### config.mk
export PLATFORM = sky130hd
export DESIGN_NAME = imem_loader
export DESIGN_NICKNAME = d
export VERILOG_FILES = /design/src/rtl/imem_loader.sv
export SDC_FILE = /design/constraint.sdc
export NUM_CORES = 1
export LEC_CHECK = 0
export BUFFER_PORTS_ARGS = -buffer_cell sky130_fd_sc_hd__clkbuf_2
export CORE_MARGIN = 2
export CORE_UTILIZATION = 55
export DETAILED_ROUTE_END_ITERATION = 10
export PLACE_DENSITY = 0.84
export SYNTH_ARGS = -nofsm -noshare
export SYNTH_HDL_FRONTEND = slang
export SYNTH_SLANG_ARGS = --single-unit
### constraint.sdc
create_clock -name clk -period 7.55 [get_ports clk]
set_input_delay 1.51 -clock clk [delete_from_list [all_inputs] [get_ports clk]]
set_output_delay 1.51 -clock clk [all_outputs]
set_load 0.01 [all_outputs]
### src/rtl/imem_loader.sv
// Instruction memory download controller and RAM port arbiter.
// Packs a byte stream into little-endian words and stalls the core while loading.
module imem_loader #(
   parameter int ADDR_W = 10
) (
   input  logic              clk,
   input  logic              rst_n,
   input  logic              start,
   input  logic              abort,
   input  logic [ADDR_W:0]   word_count,
   input  logic              byte_valid,
   input  logic [7:0]        byte_data,
   output logic              byte_ready,
   input  logic [ADDR_W-1:0] fetch_addr,
   output logic [ADDR_W-1:0] ram_addr,
   output logic              ram_wren,
   output logic [31:0]       ram_wrdata,
   output logic              cpu_stall,
   output logic              busy,
   output logic              done,
   output logic              err
);

   typedef enum logic [1:0] {
      S_IDLE,
      S_LOAD,
      S_WRITE,
      S_DONE
   } state_e;

   localparam logic [ADDR_W:0] MAX_CNT = {1'b1, {ADDR_W{1'b0}}};
   localparam logic [ADDR_W:0] ONE_CNT = {{ADDR_W{1'b0}}, 1'b1};

   state_e              state_q, state_d;
   logic [ADDR_W-1:0]   wr_ptr_q, wr_ptr_d;
   logic [1:0]          byte_cnt_q, byte_cnt_d;
   logic [31:0]         shift_word_q, shift_word_d;
   logic                err_q, err_d;
   logic [ADDR_W:0]     count_q, count_d;
   logic                too_big;
   logic                last_word;

   assign too_big   = word_count > MAX_CNT;
   assign last_word = {1'b0, wr_ptr_q} == (count_q - ONE_CNT);
   assign err       = err_q;

   always_comb begin
      state_d      = state_q;
      wr_ptr_d     = wr_ptr_q;
      byte_cnt_d   = byte_cnt_q;
      shift_word_d = shift_word_q;
      err_d        = err_q;
      count_d      = count_q;
      byte_ready   = 1'b0;
      ram_wren     = 1'b0;
      busy         = 1'b1;
      cpu_stall    = 1'b1;
      done         = 1'b0;
      ram_addr     = wr_ptr_q;
      ram_wrdata   = shift_word_q;
      unique case (state_q)
         S_IDLE: begin
            busy      = 1'b0;
            cpu_stall = 1'b0;
            ram_addr  = fetch_addr;
            if (start) begin
               err_d      = too_big;
               count_d    = too_big ? MAX_CNT : word_count;
               wr_ptr_d   = '0;
               byte_cnt_d = '0;
               if (word_count == '0) begin
                  state_d = S_DONE;
               end else begin
                  state_d = S_LOAD;
               end
            end
         end
         S_LOAD: begin
            byte_ready = 1'b1;
            if (abort) begin
               state_d    = S_IDLE;
               byte_cnt_d = '0;
            end else if (byte_valid) begin
               shift_word_d[8*byte_cnt_q +: 8] = byte_data;
               byte_cnt_d = byte_cnt_q + 2'd1;
               if (byte_cnt_q == 2'd3) begin
                  state_d = S_WRITE;
               end
            end
         end
         S_WRITE: begin
            // abort suppresses the write that would land this cycle
            if (abort) begin
               state_d = S_IDLE;
            end else begin
               ram_wren = 1'b1;
               if (last_word) begin
                  state_d = S_DONE;
               end else begin
                  wr_ptr_d = wr_ptr_q + 1'b1;
                  state_d  = S_LOAD;
               end
            end
         end
         S_DONE: begin
            done    = 1'b1;
            state_d = S_IDLE;
         end
         default: begin
            state_d = S_IDLE;
         end
      endcase
   end

   always_ff @(posedge clk) begin
      if (!rst_n) begin
         state_q      <= S_IDLE;
         wr_ptr_q     <= '0;
         byte_cnt_q   <= '0;
         shift_word_q <= '0;
         err_q        <= 1'b0;
         count_q      <= '0;
      end else begin
         state_q      <= state_d;
         wr_ptr_q     <= wr_ptr_d;
         byte_cnt_q   <= byte_cnt_d;
         shift_word_q <= shift_word_d;
         err_q        <= err_d;
         count_q      <= count_d;
      end
   end

endmodule

==> summary.md <==
| Metric | Value |
|---|---|
| Dominant cell type by area after synthesis | `dfxtp_1` |
| Hold path startpoint | `ram_wrdata[14]` |
| Via density | `roughly 5.9` |
| Critical path origin | `state_q[1]` |
| Die Span X | `between 70 and 80 um` |
| Area Growth Syn to Fin | `21.11%` |
| Seq cells post-synth | `58` |
| Worst hold path type | `register to register` |
| Clk root buf | `clkbuf_8` |
| DR pass1 iterations | `5` |
| WL/cell | `between 15 and 20 um` |
| Number of buffers added on ports | `81` |
| Simple-gate share of the synthesized area | `0.2826` |
| Place WS | `3.991 ns` |
| Initial Utilization | `0.5717` |
| Crit path kind | `register to output pin` |
| WP data arrival | `2.17 ns` |
| Hpwl dp | `5.819 mm` |
| Vias in the first global route | `between 2,000 and 3,000` |
| Worst setup margin | `between 3 and 4 ns` |
| Filler Cells Inserted | `approximately 470` |
| Mapped Nets | `418` |
| Gpl congestion | `0.8736` |
| Clk sink count | `just under 60` |
| Combinational family with the most area after synthesis | `simple AND/OR/NAND/NOR gates` |
| Critical path's slowest cell | `nor2_1` |
| CP max stage delay | `0.85 ns` |
| Post-synth EDFFs | `0` |
| Clock Latency Late Sink | `0.34 ns` |
| Drt total wl | `roughly 8.1 mm` |
| ANT cells | `0` |
| Rel. slew slack | `0.2872` |
| Die area | `6345 um2` |
| Synth top area share | `0.3688` |
| Final clock period utilization by the worst path | `0.4872` |
| Worst path buffer plus inverter count | `1` |
| # DRC | `0` |
| Maximum VDD drop | `0.1180 mV` |
| P_leak | `1.582 nW` |
| Critical Path Source Type | `register` |
| Die Y | `roughly 80 um` |
| Layout cell share with drive strength beyond 1 | `0.2639` |
| Critical Path RT | `6.04 ns` |
| Grt ovf | `0` |
| Adder-Cell Fraction of Synth Area | `0.03180` |
| Min Tclk post-route | `about 3.7 ns` |
| Row count | `27` |
| Post-CTS setup buffers | `0` |
| Total global routing track utilization | `0.2655` |
| Syn_area_per_cell | `8.372 um2` |
| RSZ-0062 raised after global routing | `no` |
| CP Max Fanout | `13` |
| Placed cell area | `3546 um2` |
| First-pass GRT wire length | `13.17 mm` |
| Clock transition at the registers of the reported paths | `~0.07 ns` |
| Synth Flop Type | `dfxtp_1` |
| Most frequent cell after synthesis | `nand2_1` |
| Ports | `82` |
| Setup Skew | `0.007048 ns` |
| CTS resizes | `0` |
| Fmax | `0.2718 GHz` |
| Iteration-0 DRC count of the detailed router | `about 200` |
| Setup TNS | `0 ns` |
| Cell Pwr Density | `roughly 210 nW/um2` |
| Initial antenna violation count | `0` |
| Design Area, Final | `roughly 3800 um2` |
| Post-synthesis async set-or-reset flop share | `0` |
| Mux cell area share after synthesis | `0.04213` |
| Post-Synth XOR/XNOR Area | `0.03617` |
| Synth Area in Compound Gates | `0.2003` |
| CTS tree | `yes` |
| Core area | `5507 um2` |
| Crit path max-delay family | `simple AND/OR/NAND/NOR gates` |
| CTS Buffer Depth | `2` |
| CP Cell Sequence | `nor2_1, mux2_2, clkbuf_2` |
| # hold bufs at CTS | `0` |
| RR Startpoint | `count_q[0]` |
| Slew @ Worst Pin | `~1.1 ns` |
| H-tree Lvls | `3` |
| Register area share after synthesis | `0.3688` |
| Yosys warns | `0` |
| Pin count of the biggest net entering global routing | `49` |
| CTS Buf Count | `9` |
| Count of cell types in the netlist | `52` |
| Nets@finish | `488` |
| Routed vias | `3,093` |
| Power Total | `0.8057 mW` |
| Top post-synthesis cells by count | `59 x nand2_1, 58 x dfxtp_1, 41 x nand3_1` |
| Setup crit end kind | `output pin` |
| Max-cap violation count | `0` |
| Result of the run | `completed` |
| Mapped cell area | `3148 um2` |
| Area contributors post-synth | `dfxtp_1 37%, a21boi_0 8.1%, nand2_1 7.0%, nand3_1 6.5%, mux2_2 3.6%` |
| Final Max Slew Viols | `0` |
| Final hold vios | `0` |
| Post-route ant nets | `0` |
| Number of setup violations in the final report | `0` |
| Gate Count Post-Synth | `376` |
[layer usage]
| metal | global-route usage | vias to the layer above | wire [um] |
|---|---|---|---|
| met5 | 0 | - | 0 |
| met4 | 0.1276 | 0 | 179 |
| met3 | 0.06222 | 16 | 571 |
| met2 | 0.4378 | 122 | 3894 |
| met1 | 0.3251 | 1469 | 3490 |
| li1 | - | 1486 | - |
[cells by family (layout without fill, tap and decap cells)]
kind of cell | Yosys count | count (layout)
AO/OA/AOI/OAI | 80 | 80
XOR/XNOR | 13 | 13
adder cells (fa/ha/maj) | 8 | 8
buffers and inverters | 28 | 103
flip-flops | 58 | 58
multiplexers | 12 | 12
AND/OR/NAND/NOR | 177 | 177
[through the flow]
stage | util | hold slack, ns | std cells
floorplan | - | 0.4829 | 376
global placement | 0.6439 | 0.4535 | 507
detailed placement | 0.6439 | 0.4596 | 507
CTS | 0.6923 | 0.4695 | 523
global route | 0.6923 | 0.4960 | 523
finish | 0.6923 | 0.4649 | 523
[power breakdown]
part / total (mW) / leakage, nW / internal, mW / switching, mW
Sequential: 0.320 / 0.469 / 0.311 / 0.00859
Combinational: 0.0958 / 0.980 / 0.0430 / 0.0528
Clock: 0.390 / 0.134 / 0.261 / 0.129
Total: 0.806 / 1.58 / 0.616 / 0.190
[sequential cells by signal, indices dropped and copies added, names as in the netlist]
register / cells
byte_cnt_q: 2
count_q: 11
state_q: 2
err: 1
ram_wrdata: 32
wr_ptr_q: 10
[tightest hold or removal path: cells and delay by family, from the launching register on]
| family | cells | cell delay, ns |
|---|---|---|
| compound gates | 1 | 0.06 |
| simple gates | 1 | 0.05 |
| flops | 1 | 0.31 |
[layout make-up]
cell class | count | area (um2) | area share
clock buffer | 11 | 141.4 | 0.03709
clock inverter | 5 | 125.1 | 0.03282
inverter | 6 | 22.52 | 0.005907
multi-input combinational | 290 | 1867 | 0.4897
sequential | 58 | 1161 | 0.3046
tap | 72 | 90.09 | 0.02363
timing repair buffer | 81 | 405.4 | 0.1063
[path summary, 6_finish.rpt]
path                                        to  slack (ns)  cells past startpoint
worst max-delay path               ram_addr[5]        3.87                      3
worst max register to register     wr_ptr_q[1]        4.50                      9
worst min-delay path            ram_wrdata[14]        0.46                      2
worst min register to register  ram_wrdata[14]        0.46                      2
[cell usage in the layout, fill, tap and decap left out, types with 4 or more instances in the layout]
master,instances
nor2_1,20
o21ai_0,8
xnor2_1,7
a21boi_0,34
bufinv_16,4
a31oi_1,4
dfxtp_1,58
nor2b_1,7
clkbuf_2,81
a21oi_1,7
mux2_2,10
nor3b_1,9
nand2_1,59
inv_1,6
and3_1,8
nand3_1,41
and2_1,6
a211oi_1,4
ha_1,8
nor3_1,6
xor2_1,6
clkbuf_8,10
(Power assumes the default switching activity.)
